--- src/rtl/pipe_stall_ctrl_if.sv ---
// Handshake bundle between hazard detection / fetch and the IF/ID + ID/EX stall controller.
interface pipe_stall_ctrl_if #(
  parameter int unsigned DATA_W = 32,
  parameter int unsigned CTRL_W = 10,
  parameter int unsigned CNT_W  = 16
);
  logic              stall_i;
  logic              flush_i;
  logic [DATA_W-1:0] pc_i;
  logic [DATA_W-1:0] instr_i;
  logic [CTRL_W-1:0] ctrl_i;
  logic              pc_we_o;
  logic [DATA_W-1:0] ifid_pc_o;
  logic [DATA_W-1:0] ifid_instr_o;
  logic              ifid_valid_o;
  logic [CTRL_W-1:0] idex_ctrl_o;
  logic              idex_bubble_o;
  logic [CNT_W-1:0]  stall_cnt_o;
  logic [CNT_W-1:0]  flush_cnt_o;
  logic              stall_err_o;

  modport master (
    output stall_i, flush_i, pc_i, instr_i, ctrl_i,
    input  pc_we_o, ifid_pc_o, ifid_instr_o, ifid_valid_o, idex_ctrl_o, idex_bubble_o,
    input  stall_cnt_o, flush_cnt_o, stall_err_o
  );

  modport slave (
    input  stall_i, flush_i, pc_i, instr_i, ctrl_i,
    output pc_we_o, ifid_pc_o, ifid_instr_o, ifid_valid_o, idex_ctrl_o, idex_bubble_o,
    output stall_cnt_o, flush_cnt_o, stall_err_o
  );
endinterface

--- src/rtl/pipe_stall_ctrl.sv ---
// IF/ID register and ID/EX control half with stall/flush handling, saturating event
// counters and a stuck-stall watchdog.
module pipe_stall_ctrl #(
  parameter int unsigned DATA_W    = 32,
  parameter int unsigned CTRL_W    = 10,
  parameter int unsigned CNT_W     = 16,
  parameter int unsigned MAX_STALL = 4
) (
  input logic                clk_i,
  input logic                rst_i,
  pipe_stall_ctrl_if.slave   bus
);
  localparam int unsigned WdW = $clog2(MAX_STALL + 2);

  logic [DATA_W-1:0] ifid_pc_q, ifid_pc_d;
  logic [DATA_W-1:0] ifid_instr_q, ifid_instr_d;
  logic              ifid_valid_q, ifid_valid_d;
  logic [CTRL_W-1:0] idex_ctrl_q, idex_ctrl_d;
  logic              idex_bubble_q, idex_bubble_d;
  logic [CNT_W-1:0]  stall_cnt_q, stall_cnt_d;
  logic [CNT_W-1:0]  flush_cnt_q, flush_cnt_d;
  logic              stall_err_q, stall_err_d;
  logic [WdW-1:0]    run_q, run_d;
  logic              advance;

  assign bus.pc_we_o = ~rst_i & (~bus.stall_i | bus.flush_i);

  always_comb begin
    ifid_pc_d     = ifid_pc_q;
    ifid_instr_d  = ifid_instr_q;
    ifid_valid_d  = ifid_valid_q;
    idex_ctrl_d   = '0;
    idex_bubble_d = 1'b1;
    stall_cnt_d   = stall_cnt_q;
    flush_cnt_d   = flush_cnt_q;
    stall_err_d   = stall_err_q;
    run_d         = '0;
    // On a flush the branch in ID still moves to EX unless it is itself stalled.
    advance       = ifid_valid_q & ~(bus.flush_i & bus.stall_i);

    if (bus.flush_i) begin
      ifid_pc_d    = '0;
      ifid_instr_d = '0;
      ifid_valid_d = 1'b0;
      if (flush_cnt_q != {CNT_W{1'b1}}) flush_cnt_d = flush_cnt_q + 1'b1;
    end else if (bus.stall_i) begin
      advance = 1'b0;
      if (stall_cnt_q != {CNT_W{1'b1}}) stall_cnt_d = stall_cnt_q + 1'b1;
      run_d = (run_q == WdW'(MAX_STALL + 1)) ? run_q : run_q + 1'b1;
      if (run_q >= WdW'(MAX_STALL)) stall_err_d = 1'b1;
    end else begin
      ifid_pc_d    = bus.pc_i;
      ifid_instr_d = bus.instr_i;
      ifid_valid_d = 1'b1;
    end

    if (advance) begin
      idex_ctrl_d   = bus.ctrl_i;
      idex_bubble_d = 1'b0;
    end
  end

  always_ff @(posedge clk_i) begin
    if (rst_i) begin
      ifid_pc_q     <= '0;
      ifid_instr_q  <= '0;
      ifid_valid_q  <= 1'b0;
      idex_ctrl_q   <= '0;
      idex_bubble_q <= 1'b0;
      stall_cnt_q   <= '0;
      flush_cnt_q   <= '0;
      stall_err_q   <= 1'b0;
      run_q         <= '0;
    end else begin
      ifid_pc_q     <= ifid_pc_d;
      ifid_instr_q  <= ifid_instr_d;
      ifid_valid_q  <= ifid_valid_d;
      idex_ctrl_q   <= idex_ctrl_d;
      idex_bubble_q <= idex_bubble_d;
      stall_cnt_q   <= stall_cnt_d;
      flush_cnt_q   <= flush_cnt_d;
      stall_err_q   <= stall_err_d;
      run_q         <= run_d;
    end
  end

  assign bus.ifid_pc_o     = ifid_pc_q;
  assign bus.ifid_instr_o  = ifid_instr_q;
  assign bus.ifid_valid_o  = ifid_valid_q;
  assign bus.idex_ctrl_o   = idex_ctrl_q;
  assign bus.idex_bubble_o = idex_bubble_q;
  assign bus.stall_cnt_o   = stall_cnt_q;
  assign bus.flush_cnt_o   = flush_cnt_q;
  assign bus.stall_err_o   = stall_err_q;
endmodule

--- src/flat_wrapper.sv ---
// flat-port wrapper written by rule: the top's interface ports become plain ports
module pipe_stall_ctrl_flat 
#(
  parameter int unsigned DATA_W    = 32,
  parameter int unsigned CTRL_W    = 10,
  parameter int unsigned CNT_W     = 16,
  parameter int unsigned MAX_STALL = 4
)
  (clk_i, rst_i, bus_stall_i, bus_flush_i, bus_pc_i, bus_instr_i, bus_ctrl_i, bus_pc_we_o, bus_ifid_pc_o, bus_ifid_instr_o, bus_ifid_valid_o, bus_idex_ctrl_o, bus_idex_bubble_o, bus_stall_cnt_o, bus_flush_cnt_o, bus_stall_err_o);
  pipe_stall_ctrl_if #(.DATA_W(DATA_W), .CTRL_W(CTRL_W), .CNT_W(CNT_W)) bus_i ();
  input logic clk_i;
  input logic rst_i;
  input wire logic [$bits(bus_i.stall_i)-1:0] bus_stall_i;
  input wire logic [$bits(bus_i.flush_i)-1:0] bus_flush_i;
  input wire logic [$bits(bus_i.pc_i)-1:0] bus_pc_i;
  input wire logic [$bits(bus_i.instr_i)-1:0] bus_instr_i;
  input wire logic [$bits(bus_i.ctrl_i)-1:0] bus_ctrl_i;
  output wire logic [$bits(bus_i.pc_we_o)-1:0] bus_pc_we_o;
  output wire logic [$bits(bus_i.ifid_pc_o)-1:0] bus_ifid_pc_o;
  output wire logic [$bits(bus_i.ifid_instr_o)-1:0] bus_ifid_instr_o;
  output wire logic [$bits(bus_i.ifid_valid_o)-1:0] bus_ifid_valid_o;
  output wire logic [$bits(bus_i.idex_ctrl_o)-1:0] bus_idex_ctrl_o;
  output wire logic [$bits(bus_i.idex_bubble_o)-1:0] bus_idex_bubble_o;
  output wire logic [$bits(bus_i.stall_cnt_o)-1:0] bus_stall_cnt_o;
  output wire logic [$bits(bus_i.flush_cnt_o)-1:0] bus_flush_cnt_o;
  output wire logic [$bits(bus_i.stall_err_o)-1:0] bus_stall_err_o;
  assign bus_i.stall_i = bus_stall_i;
  assign bus_i.flush_i = bus_flush_i;
  assign bus_i.pc_i = bus_pc_i;
  assign bus_i.instr_i = bus_instr_i;
  assign bus_i.ctrl_i = bus_ctrl_i;
  assign bus_pc_we_o = bus_i.pc_we_o;
  assign bus_ifid_pc_o = bus_i.ifid_pc_o;
  assign bus_ifid_instr_o = bus_i.ifid_instr_o;
  assign bus_ifid_valid_o = bus_i.ifid_valid_o;
  assign bus_idex_ctrl_o = bus_i.idex_ctrl_o;
  assign bus_idex_bubble_o = bus_i.idex_bubble_o;
  assign bus_stall_cnt_o = bus_i.stall_cnt_o;
  assign bus_flush_cnt_o = bus_i.flush_cnt_o;
  assign bus_stall_err_o = bus_i.stall_err_o;
  pipe_stall_ctrl #(.DATA_W(DATA_W), .CTRL_W(CTRL_W), .CNT_W(CNT_W), .MAX_STALL(MAX_STALL)) u_core (.clk_i(clk_i), .rst_i(rst_i), .bus(bus_i));
endmodule
--- config.mk ---
export PLATFORM = sky130hd
export DESIGN_NAME = pipe_stall_ctrl_flat
export DESIGN_NICKNAME = d
export VERILOG_FILES = /design/src/rtl/pipe_stall_ctrl_if.sv /design/src/rtl/pipe_stall_ctrl.sv /design/src/flat_wrapper.sv
export SDC_FILE = /design/constraint.sdc
export NUM_CORES = 1
export LEC_CHECK = 0
export BUFFER_PORTS_ARGS = -buffer_cell sky130_fd_sc_hd__buf_4
export CAP_MARGIN = 20
export CORE_MARGIN = 2
export CORE_UTILIZATION = 47
export DETAILED_ROUTE_END_ITERATION = 12
export GPL_ROUTABILITY_DRIVEN = 0
export PLACE_DENSITY = 0.86
export SLEW_MARGIN = 20
export SYNTH_ARGS = -nofsm -noshare
export SYNTH_HDL_FRONTEND = slang
export SYNTH_SLANG_ARGS = --single-unit
--- constraint.sdc ---
create_clock -name clk_i -period 2.15 [get_ports clk_i]
set_input_delay 0.43 -clock clk_i [delete_from_list [all_inputs] [get_ports clk_i]]
set_output_delay 0.43 -clock clk_i [all_outputs]
set_load 0.03 [all_outputs]
==> metrics.txt, run 1 <==
# TYPE chip_impl_metric gauge
chip_impl_metric{name="timing.fmax",unit="MHz"} 504
chip_impl_metric{name="grt_util_all_layers",unit="%"} 21.5
chip_impl_metric{name="fin_worst_skew",unit="ns"} 0.00803
chip_impl_metric{name="antenna_violating_nets_post_route",unit=""} 0
chip_impl_metric{name="leakage",unit="nW"} 2.78
chip_impl_metric{name="slew-limit-headroom",unit="%"} 34.0
chip_impl_metric{name="finalNetCount",unit=""} 715
chip_impl_metric{name="synth.top_cell.area_share",unit="%"} 50.8
chip_impl_metric{name="arrival",unit="ns"} 2.27
chip_impl_metric{name="cts-buffers-inserted",unit=""} 9
chip_impl_metric{name="fp.dieH",unit="um"} 101
chip_impl_metric{name="post_cts_resized",unit=""} 0
chip_impl_metric{name="timing.critical_path.fanout_max",unit=""} 7
chip_impl_metric{name="core",unit="um2"} 9150
chip_impl_metric{name="drt-wirelength-per-cell",unit="um"} 14.9
chip_impl_metric{name="report.final.setup_viol",unit=""} 0
chip_impl_metric{name="synth_cell_types",unit=""} 40
chip_impl_metric{name="ctsHoldBuffers",unit=""} 0
chip_impl_info{name="root_buffer",value="sky130_fd_sc_hd__clkbuf_8"} 1
chip_impl_metric{name="fin_cells",unit=""} 749
chip_impl_metric{name="clock_tree.htree_level_count",unit=""} 3
chip_impl_metric{name="postSynthRegisterBits",unit=""} 112
chip_impl_info{name="worstHoldEndpoint",value="u_core.bus.idex_ctrl_o[2]"} 1
chip_impl_metric{name="hold-worst-slack",unit="ns"} 0.263
chip_impl_metric{name="ioPinCount",unit=""} 188
chip_impl_metric{name="detail_route.first_pass.iterations",unit=""} 4
chip_impl_info{name="ys_top_cells_by_area",value="sky130_fd_sc_hd__dfxtp_1, sky130_fd_sc_hd__mux2i_1, sky130_fd_sc_hd__nor2_1"} 1
chip_impl_metric{name="routed_via_density",unit=""} 5.36
chip_impl_info{name="critical_path.startpoint_type",value="flip-flop"} 1
chip_impl_metric{name="required",unit="ns"} 2.44
chip_impl_metric{name="place.detailed.hpwl",unit="um"} 8300
chip_impl_metric{name="layout-drive-gt1-share",unit="%"} 33.5
chip_impl_info{name="path_class",value="flip-flop to flip-flop"} 1
chip_impl_metric{name="setup_tns_final",unit="ns"} 0
chip_impl_metric{name="max_cap_viol_count",unit=""} 0
chip_impl_metric{name="gr-total-overflow",unit=""} 0
chip_impl_metric{name="post-place-cells",unit=""} 733
chip_impl_metric{name="r2r_setup_slack",unit="ns"} 0.17
chip_impl_metric{name="global_route_wire_length_before_repair",unit="um"} 17800
chip_impl_metric{name="tritoncts_num_sinks",unit=""} 112
chip_impl_metric{name="grt_pass1_vias",unit=""} 3777
chip_impl_info{name="timing.critical_path.to_type",value="flip-flop"} 1
chip_impl_info{name="hold_path.startpoint",value="bus_ctrl_i[2]"} 1
chip_impl_metric{name="seq_area_frac_synth",unit="%"} 50.8
chip_impl_info{name="synth_ff_type",value="sky130_fd_sc_hd__dfxtp_1"} 1
chip_impl_metric{name="finalCriticalPeriod",unit="ns"} 1.98
chip_impl_info{name="yosys.cell_count.top_type",value="sky130_fd_sc_hd__dfxtp_1"} 1
chip_impl_metric{name="route.vias.total",unit=""} 4017
chip_impl_metric{name="area.growth.synth_to_final",unit="%"} 37.9
chip_impl_metric{name="final.period_utilization",unit="%"} 92.3
chip_impl_metric{name="final_area",unit="um2"} 6080
chip_impl_metric{name="max-vdd-ir-drop",unit="mV"} 0.414
chip_impl_metric{name="synth.avg_cell_area",unit="um2"} 9.71
chip_impl_metric{name="postRouteWirelength",unit="um"} 11100
chip_impl_info{name="status",value="complete, no violations"} 1
chip_impl_metric{name="pin_count_of_the_biggest_net_entering_global_routing",unit=""} 65
chip_impl_metric{name="drt-initial-drc-count",unit=""} 150
chip_impl_metric{name="detail_route.drc_violations",unit=""} 0
chip_impl_metric{name="holdPathStages",unit=""} 2
chip_impl_metric{name="synth-warning-count",unit=""} 0
chip_impl_metric{name="finalHoldViolCount",unit=""} 0
chip_impl_info{name="worstReg2RegEnd",value="u_core.bus.flush_cnt_o[10]"} 1
chip_impl_info{name="yosysTopAreaCell",value="sky130_fd_sc_hd__dfxtp_1"} 1
chip_impl_metric{name="initial_utilization",unit="%"} 48.2
chip_impl_metric{name="design.die.area",unit="um2"} 10200
chip_impl_metric{name="synthesis.instances",unit=""} 454
chip_impl_metric{name="n_antenna_cell",unit=""} 0
chip_impl_metric{name="buffers_added_on_ports",unit=""} 187
chip_impl_metric{name="p_per_area",unit="nW/um2"} 628
chip_impl_metric{name="placed_area",unit="um2"} 5900
chip_impl_metric{name="die_width",unit="um"} 101
chip_impl_info{name="cts_tree",value="done"} 1
chip_impl_info{name="r2r-start",value="u_core.bus.flush_cnt_o[0]"} 1
chip_impl_metric{name="row_count",unit=""} 35
chip_impl_info{name="post_synth_most_frequent_cells",value="sky130_fd_sc_hd__dfxtp_1, sky130_fd_sc_hd__nor2_1, sky130_fd_sc_hd__mux2i_1, sky130_fd_sc_hd__nand2_1, sky130_fd_sc_hd__a21oi_1"} 1
chip_impl_metric{name="n_fill_cell",unit=""} 733
chip_impl_metric{name="synth.net_count",unit=""} 536
chip_impl_metric{name="slew_viol_final",unit=""} 0
chip_impl_metric{name="tightestPinTransition",unit="ns"} 0.989
chip_impl_metric{name="cts.path.max_buffers",unit=""} 2
chip_impl_metric{name="clk_pin_slew_worst_paths",unit="ns"} 0.11
chip_impl_metric{name="worstRegToRegCells",unit=""} 5
chip_impl_metric{name="post-cts-setup-buffers",unit=""} 0
chip_impl_metric{name="synth-async-reset-ratio",unit="%"} 0
chip_impl_info{name="kind_of_path_behind_the_tightest_hold_check",value="input pin to flip-flop"} 1
chip_impl_metric{name="synth_edf_count",unit=""} 0
chip_impl_metric{name="clk-insertion-delay-late",unit="ns"} 0.35
chip_impl_info{name="grt_setup_unrepaired",value="no"} 1
chip_impl_metric{name="synth_area",unit="um2"} 4410
chip_impl_metric{name="grt_antenna_before_repair",unit=""} 0
## worst max-delay path by stage
stage,from,to,slack [ns],cells past startpoint
finish,u_core.bus.flush_cnt_o[0],u_core.bus.flush_cnt_o[10],0.17,5
floorplan,u_core.bus.flush_cnt_o[0],u_core.bus.flush_cnt_o[10],0.19,5
global route,u_core.bus.flush_cnt_o[0],u_core.bus.flush_cnt_o[10],0.03,5
CTS,u_core.bus.flush_cnt_o[0],u_core.bus.flush_cnt_o[10],0.18,5
detailed placement,bus_stall_i,u_core.run_q[1],0.21,4
global placement,u_core.bus.flush_cnt_o[0],u_core.bus.flush_cnt_o[10],0.28,5
## final cells by class
| type | instances | area, um2 | area share [%] |
|---|---|---|---|
| multi-input combinational | 310 | 2040 | 33.5 |
| tap | 111 | 139 | 2.28 |
| inverter | 8 | 30.0 | 0.494 |
| clock inverter | 6 | 51.3 | 0.844 |
| clock buffer | 10 | 128 | 2.10 |
| sequential | 112 | 2240 | 36.9 |
| timing repair buffer | 192 | 1450 | 23.9 |
## routing by layer
metal  GRT usage [%]  part of all wire [%]  vias up
met5               0                     0        -
met4            4.74                  0.67        0
met3            8.18                   8.6        8
met2            37.3                    51      146
met1            25.3                    40     1889
li1                -                     -     1974
## sequential cells by signal, summed over array words and instances (netlist names)
name and count:
u_core.bus.idex_ctrl_o 10, u_core.bus.stall_err_o 1, u_core.bus.ifid_pc_o 32, u_core.bus.ifid_instr_o 32, u_core.bus.idex_bubble_o 1, u_core.run_q 3
u_core.bus.stall_cnt_o 16, u_core.bus.flush_cnt_o 16, u_core.bus.ifid_valid_o 1
## per-stage QoR
step           util (%)  total power [mW]  setup slack, ns
2_1_floorplan         -              2.47            0.191
3_3_place_gp       64.5              2.68            0.281
3_5_place_dp       64.5              2.70            0.206
4_1_cts            66.4              3.86            0.180
5_1_grt            66.4              3.97           0.0295
6_report           66.4              3.82            0.165
## cells in the final DEF (no fill, tap or decap), drive strengths merged, types with 7 or more instances in the layout
master | Yosys | routed
and2 | 12 | 12
buf | 13 | 192
inv | 8 | 11
o31ai | 7 | 7
clkbuf | 11 | 10
nor2 | 79 | 79
nand3 | 10 | 10
a21oi | 18 | 18
nor4 | 7 | 7
or4 | 7 | 7
dfxtp | 112 | 112
nand4 | 14 | 14
nor3 | 9 | 9
o21ai | 7 | 7
mux2i | 66 | 66
nand2 | 20 | 20
## cells by family (layout without fill, tap and decap cells)
group / Yosys count / in the layout / synth area share (%)
flops: 112 / 112 / 50.8
buf+inv: 32 / 216 / 2.98
compound gates: 51 / 51 / 7.52
mux: 70 / 70 / 16.0
simple gates: 184 / 184 / 21.3
fa+ha+maj: 4 / 4 / 1.13
xor+xnor: 1 / 1 / 0.199
## worst max-delay path, cell delays in order (launching register included)
cell and delay [ns]:
sky130_fd_sc_hd__dfxtp_1 0.45, sky130_fd_sc_hd__ha_1 0.33, sky130_fd_sc_hd__nand4_1 0.18, sky130_fd_sc_hd__or2_1 0.29
sky130_fd_sc_hd__or4_1 0.50, sky130_fd_sc_hd__a21oi_1 0.15
## where the power goes
group	total (mW)	internal (mW)	leakage [nW]	switching [mW]
clock	1.17	0.440	0.0814	0.731
combinational	0.486	0.232	1.79	0.254
sequential	2.16	2.12	0.910	0.0347
total	3.82	2.80	2.78	1.02
(Power assumes the default switching activity.)
==> run 2, diff against run 1 <==
Settings changed: CORE_UTILIZATION 47 to 51, PLACE_DENSITY 0.86 to 0.92.
Clock period 2.15 ns to 2.6 ns, I/O delays scaled along.
==> metrics.txt, run 2 (same netlist as run 1, synthesis figures left out) <==
# TYPE chip_impl_metric gauge
chip_impl_metric{name="clk-insertion-delay-late",unit="ns"} 0.37
chip_impl_metric{name="setup_tns_final",unit="ns"} 0
chip_impl_metric{name="timing.critical_path.fanout_max",unit=""} 7
chip_impl_metric{name="cts-buffers-inserted",unit=""} 9
chip_impl_metric{name="holdPathStages",unit=""} 2
chip_impl_metric{name="final_core_util",unit="%"} 73.6
chip_impl_metric{name="post-place-ws",unit="ns"} 0.601
chip_impl_metric{name="pin_count_of_the_biggest_net_entering_global_routing",unit=""} 65
chip_impl_metric{name="clock_tree.htree_level_count",unit=""} 3
chip_impl_metric{name="post-cts-setup-buffers",unit=""} 0
chip_impl_info{name="root_buffer",value="sky130_fd_sc_hd__clkbuf_8"} 1
chip_impl_metric{name="leakage",unit="nW"} 2.80
chip_impl_metric{name="route.vias.total",unit=""} 4087
chip_impl_metric{name="drt-initial-drc-count",unit=""} 115
chip_impl_metric{name="finalCriticalPeriod",unit="ns"} 1.96
chip_impl_metric{name="die_width",unit="um"} 97.0
chip_impl_metric{name="max_cap_viol_count",unit=""} 0
chip_impl_info{name="cts_tree",value="done"} 1
chip_impl_metric{name="grt_pass1_vias",unit=""} 3956
chip_impl_metric{name="slew_viol_final",unit=""} 0
chip_impl_metric{name="layout-drive-gt1-share",unit="%"} 33.3
chip_impl_metric{name="pwr-share-comb",unit="%"} 12.0
chip_impl_metric{name="antenna_violating_nets_post_route",unit=""} 0
chip_impl_metric{name="grt_util_all_layers",unit="%"} 24.0
chip_impl_info{name="mostFrequentLayoutCell",value="sky130_fd_sc_hd__buf_4"} 1
chip_impl_metric{name="ctsHoldBuffers",unit=""} 0
chip_impl_info{name="grt_setup_unrepaired",value="no"} 1
chip_impl_info{name="path_class",value="flip-flop to flip-flop"} 1
chip_impl_metric{name="tightestPinTransition",unit="ns"} 1.04
chip_impl_metric{name="power_frac_clock",unit="%"} 34.9
chip_impl_metric{name="ioPinCount",unit=""} 188
chip_impl_metric{name="row_count",unit=""} 33
chip_impl_metric{name="drt-wirelength-per-cell",unit="um"} 15.9
chip_impl_metric{name="detail_route.first_pass.iterations",unit=""} 4
chip_impl_metric{name="slew-limit-headroom",unit="%"} 30.5
chip_impl_metric{name="fp.dieH",unit="um"} 97.0
chip_impl_metric{name="worstRegToRegCells",unit=""} 5
chip_impl_metric{name="timing.fmax",unit="MHz"} 510
chip_impl_metric{name="clk_pin_slew_worst_paths",unit="ns"} 0.11
chip_impl_metric{name="max_stage_delay",unit="ns"} 0.53
chip_impl_metric{name="p_seq_share",unit="%"} 53.1
chip_impl_info{name="timing.critical_path.cells",value="ha_1 -> nand4_1 -> or2_1 -> or4_1 -> a21oi_1"} 1
chip_impl_metric{name="buffers_added_on_ports",unit=""} 187
chip_impl_metric{name="n_antenna_cell",unit=""} 0
chip_impl_metric{name="report.final.setup_viol",unit=""} 0
chip_impl_metric{name="detail_route.drc_violations",unit=""} 0
chip_impl_metric{name="worst_slack",unit="ns"} 0.639
chip_impl_metric{name="tritoncts_num_sinks",unit=""} 112
chip_impl_metric{name="routed_via_density",unit=""} 5.52
chip_impl_metric{name="final.period_utilization",unit="%"} 75.4
chip_impl_metric{name="place.detailed.hpwl",unit="um"} 8800
chip_impl_metric{name="arrival",unit="ns"} 2.26
chip_impl_metric{name="cts.path.max_buffers",unit=""} 2
chip_impl_metric{name="postRouteWirelength",unit="um"} 11800
chip_impl_metric{name="core",unit="um2"} 8300
chip_impl_info{name="final_cell_mix",value="sky130_fd_sc_hd__buf_4, sky130_fd_sc_hd__dfxtp_1, sky130_fd_sc_hd__nor2_1"} 1
chip_impl_metric{name="finalNetCount",unit=""} 713
chip_impl_metric{name="grt_antenna_before_repair",unit=""} 0
chip_impl_metric{name="gr-total-overflow",unit=""} 0
chip_impl_info{name="critical_path.startpoint_type",value="flip-flop"} 1
chip_impl_metric{name="required",unit="ns"} 2.90
chip_impl_info{name="timing.critical_path.to_type",value="flip-flop"} 1
chip_impl_metric{name="swShare",unit="%"} 24.3
chip_impl_metric{name="power.net_switching",unit="uW"} 815
chip_impl_metric{name="post_cts_resized",unit=""} 0
chip_impl_info{name="kind_of_path_behind_the_tightest_hold_check",value="input pin to flip-flop"} 1
chip_impl_metric{name="initial_utilization",unit="%"} 53.1
chip_impl_info{name="status",value="complete, no violations"} 1
chip_impl_info{name="crit_slowest_cell",value="sky130_fd_sc_hd__or4_1"} 1
chip_impl_metric{name="max-vdd-ir-drop",unit="mV"} 0.326
chip_impl_metric{name="fin_worst_skew",unit="ns"} 0.0139
chip_impl_metric{name="internal-power",unit="mW"} 2.55
chip_impl_metric{name="design.die.area",unit="um2"} 9410
chip_impl_metric{name="finalHoldViolCount",unit=""} 0
chip_impl_metric{name="area.growth.synth_to_final",unit="%"} 38.6
chip_impl_metric{name="p_per_area",unit="nW/um2"} 550
chip_impl_metric{name="global_route_wire_length_before_repair",unit="um"} 18500
[run 2: critical path: cells and delay by family (launching register included)]
kind / cells / cell delay (ns)
AOI/OAI and AO/OA: 1 / 0.16
and+or+nand+nor: 3 / 0.99
adders and majority gates: 1 / 0.32
DFF: 1 / 0.43
[run 2: metrics by stage]
stage	instances	hold slack [ns]	cell area [um2]	total power [mW]
3_3_place_gp	725	0.457	5880	2.21
2_1_floorplan	454	0.494	4410	2.04
3_5_place_dp	725	0.468	5880	2.23
6_report	741	0.343	6110	3.36
5_1_grt	741	0.322	6110	3.48
4_1_cts	741	0.333	6110	3.38
[run 2: metal layers]
metal	GRT usage (%)	share of wire [%]
met5	0	0
met4	9.43	2.7
met3	7.95	8.7
met2	42.4	50
met1	26.4	38
[run 2: worst paths after layout]
path | from | to | slack, ns
hold / removal | bus_ctrl_i[2] | u_core.bus.idex_ctrl_o[2] | 0.34
setup / recovery | u_core.bus.flush_cnt_o[0] | u_core.bus.flush_cnt_o[10] | 0.64
setup reg to reg | u_core.bus.flush_cnt_o[0] | u_core.bus.flush_cnt_o[10] | 0.64
hold reg to reg | u_core.bus.stall_err_o | u_core.bus.stall_err_o | 0.49
[run 2: area by class of cell]
class	instances	area, um2
fillers	569	2190
multi-input cells	310	2040
clock inverters	4	76.3
well taps	105	131
inverters	8	30.0
clock buffers	12	155
repair buffers	190	1440
flip-flops and latches	112	2240
[run 2: power groups by stage]
stage | registers, mW | logic, mW | clock network (mW)
after floorplan | 1.90 | 0.139 | 0
after global placement | 1.82 | 0.393 | 0
after detailed placement | 1.82 | 0.405 | 0
after CTS | 1.78 | 0.406 | 1.19
after global routing | 1.79 | 0.431 | 1.26
final | 1.78 | 0.403 | 1.17
==> run 3, diff against run 2 <==
Settings changed: CORE_UTILIZATION 51 to 47, PLACE_DENSITY 0.92 to 0.86.
Clock period 2.6 ns to 1.96 ns, I/O delays scaled along.
==> metrics.txt, run 3 (same netlist as run 1, synthesis figures left out) <==
# TYPE chip_impl_metric gauge
chip_impl_info{name="crit_family",value="simple AND/OR/NAND/NOR gates"} 1
chip_impl_metric{name="post-place-ws",unit="ns"} 0.180
chip_impl_metric{name="grt_pass1_vias",unit=""} 3767
chip_impl_metric{name="ioPinCount",unit=""} 188
chip_impl_metric{name="hold-worst-slack",unit="ns"} 0.225
chip_impl_metric{name="area.growth.synth_to_final",unit="%"} 39.7
chip_impl_info{name="r2r-start",value="u_core.bus.flush_cnt_o[2]"} 1
chip_impl_metric{name="final.period_utilization",unit="%"} 93.2
chip_impl_metric{name="fin_worst_skew",unit="ns"} 0.0114
chip_impl_metric{name="fp.dieH",unit="um"} 101
chip_impl_metric{name="worstRegToRegCells",unit=""} 4
chip_impl_metric{name="detail_route.drc_violations",unit=""} 0
chip_impl_metric{name="die_width",unit="um"} 101
chip_impl_info{name="kind_of_path_behind_the_tightest_hold_check",value="input pin to flip-flop"} 1
chip_impl_metric{name="slew_viol_final",unit=""} 0
chip_impl_info{name="status",value="complete, no violations"} 1
chip_impl_metric{name="drt-initial-drc-count",unit=""} 118
chip_impl_info{name="timing.critical_path.to_type",value="flip-flop"} 1
chip_impl_metric{name="tightestPinTransition",unit="ns"} 0.444
chip_impl_metric{name="clk-insertion-delay-late",unit="ns"} 0.36
chip_impl_metric{name="worst_slack",unit="ns"} 0.134
chip_impl_metric{name="global_route_wire_length_before_repair",unit="um"} 17600
chip_impl_metric{name="leakage",unit="nW"} 2.84
chip_impl_metric{name="ff_latch_area",unit="um2"} 2240
chip_impl_metric{name="clock_tree.htree_level_count",unit=""} 3
chip_impl_metric{name="timing.critical_path.fanout_max",unit=""} 8
chip_impl_metric{name="drt-wirelength-per-cell",unit="um"} 14.9
chip_impl_metric{name="cts-buffers-inserted",unit=""} 9
chip_impl_metric{name="critical_path_buf_inv_count",unit=""} 0
chip_impl_metric{name="setup_tns_final",unit="ns"} 0
chip_impl_metric{name="tritoncts_num_sinks",unit=""} 112
chip_impl_metric{name="finalNetCount",unit=""} 723
chip_impl_metric{name="holdPathStages",unit=""} 2
chip_impl_metric{name="finalHoldViolCount",unit=""} 0
chip_impl_metric{name="initial_utilization",unit="%"} 48.2
chip_impl_metric{name="max-vdd-ir-drop",unit="mV"} 0.389
chip_impl_metric{name="max_stage_delay",unit="ns"} 0.54
chip_impl_metric{name="report.final.setup_viol",unit=""} 0
chip_impl_metric{name="final_core_util",unit="%"} 67.3
chip_impl_metric{name="postRouteWirelength",unit="um"} 11300
chip_impl_metric{name="arrival",unit="ns"} 2.13
chip_impl_info{name="root_buffer",value="sky130_fd_sc_hd__clkbuf_8"} 1
chip_impl_metric{name="routed_via_density",unit=""} 5.41
chip_impl_metric{name="antenna_violating_nets_post_route",unit=""} 0
chip_impl_info{name="cts_tree",value="done"} 1
chip_impl_metric{name="pin_count_of_the_biggest_net_entering_global_routing",unit=""} 65
chip_impl_metric{name="cts.path.max_buffers",unit=""} 2
chip_impl_metric{name="clk_pin_slew_worst_paths",unit="ns"} 0.11
chip_impl_metric{name="n_fill_cell",unit=""} 720
chip_impl_metric{name="post-place-cells",unit=""} 741
chip_impl_metric{name="core",unit="um2"} 9150
chip_impl_metric{name="ctsHoldBuffers",unit=""} 0
chip_impl_metric{name="grt_antenna_before_repair",unit=""} 0
chip_impl_metric{name="design.die.area",unit="um2"} 10200
chip_impl_info{name="path_class",value="flip-flop to flip-flop"} 1
chip_impl_info{name="mostFrequentLayoutCell",value="sky130_fd_sc_hd__buf_4"} 1
chip_impl_metric{name="row_count",unit=""} 35
chip_impl_metric{name="multiInputGateArea",unit="um2"} 2040
chip_impl_info{name="timing.critical_path.cells",value="nand4_2 -> or2_1 -> or4_1 -> a21oi_1"} 1
chip_impl_metric{name="fin_cells",unit=""} 757
chip_impl_metric{name="buffers_added_on_ports",unit=""} 187
chip_impl_info{name="hold_path.startpoint",value="bus_ctrl_i[1]"} 1
chip_impl_metric{name="max_cap_viol_count",unit=""} 0
chip_impl_metric{name="worst-path-stages",unit=""} 4
chip_impl_metric{name="gr-total-overflow",unit=""} 0
chip_impl_metric{name="route.vias.total",unit=""} 4093
chip_impl_metric{name="p_per_area",unit="nW/um2"} 685
chip_impl_metric{name="layout-drive-gt1-share",unit="%"} 34.5
chip_impl_metric{name="finalCriticalPeriod",unit="ns"} 1.83
chip_impl_metric{name="post-cts-setup-buffers",unit=""} 0
chip_impl_metric{name="detail_route.first_pass.iterations",unit=""} 5
chip_impl_info{name="critical_path.startpoint_type",value="flip-flop"} 1
chip_impl_metric{name="required",unit="ns"} 2.26
chip_impl_info{name="startpoint",value="u_core.bus.flush_cnt_o[2]"} 1
chip_impl_metric{name="slew-limit-headroom",unit="%"} 70.1
chip_impl_info{name="crit_slowest_cell",value="sky130_fd_sc_hd__or4_1"} 1
chip_impl_metric{name="n_antenna_cell",unit=""} 0
chip_impl_metric{name="post_cts_resized",unit=""} 0
chip_impl_info{name="final_cell_mix",value="sky130_fd_sc_hd__buf_4, sky130_fd_sc_hd__dfxtp_1, sky130_fd_sc_hd__nor2_1"} 1
chip_impl_metric{name="grt_util_all_layers",unit="%"} 21.4
chip_impl_metric{name="timing.fmax",unit="MHz"} 548
chip_impl_metric{name="place.detailed.hpwl",unit="um"} 8410
chip_impl_info{name="grt_setup_unrepaired",value="no"} 1
run 3: cell types whose count changed in the layout (fill, tap and decap cells not counted), sizes merged:
| cell | delta |
|---|---|
| clkbuf | -2 |
| bufinv | -2 |
| inv | +3 |
| buf | +10 |
| clkinvlp | +1 |
run 3: path summary, 6_finish.rpt:
| check | endpoint | slack, ns |
|---|---|---|
| min reg2reg | u_core.bus.ifid_instr_o[22] | 0.50 |
| max | u_core.bus.flush_cnt_o[10] | 0.13 |
| max reg2reg | u_core.bus.flush_cnt_o[10] | 0.13 |
| min | u_core.bus.idex_ctrl_o[1] | 0.22 |
run 3: metal layers:
| metal | share of wire (%) | global-route usage (%) |
|---|---|---|
| met1 | 38 | 26.1 |
| met3 | 9.7 | 6.45 |
| met5 | 0 | 0 |
| met2 | 50 | 35.9 |
| met4 | 1.5 | 7.27 |
run 3: area by class of cell:
cell class	count	share of cell area [%]
flip-flops and latches	112	36.4
multi-input cells	310	33.1
repair buffers	200	24.8
well taps	111	2.25
clock buffers	10	2.23
clock inverters	6	0.792
inverters	8	0.487
run 3: through the flow:
stage                     cell area, um2  total power, mW
after CTS                           6160             4.27
after global routing                6160             4.39
after global placement              5970             2.94
after detailed placement            5970             2.96
after floorplan                     4410             2.70
final                               6160             4.22
run 3: report_power, final:
part | switching (mW) | internal, mW
sequential | 0.0345 | 2.33
combinational | 0.280 | 0.260
clock | 0.802 | 0.514
total | 1.12 | 3.11
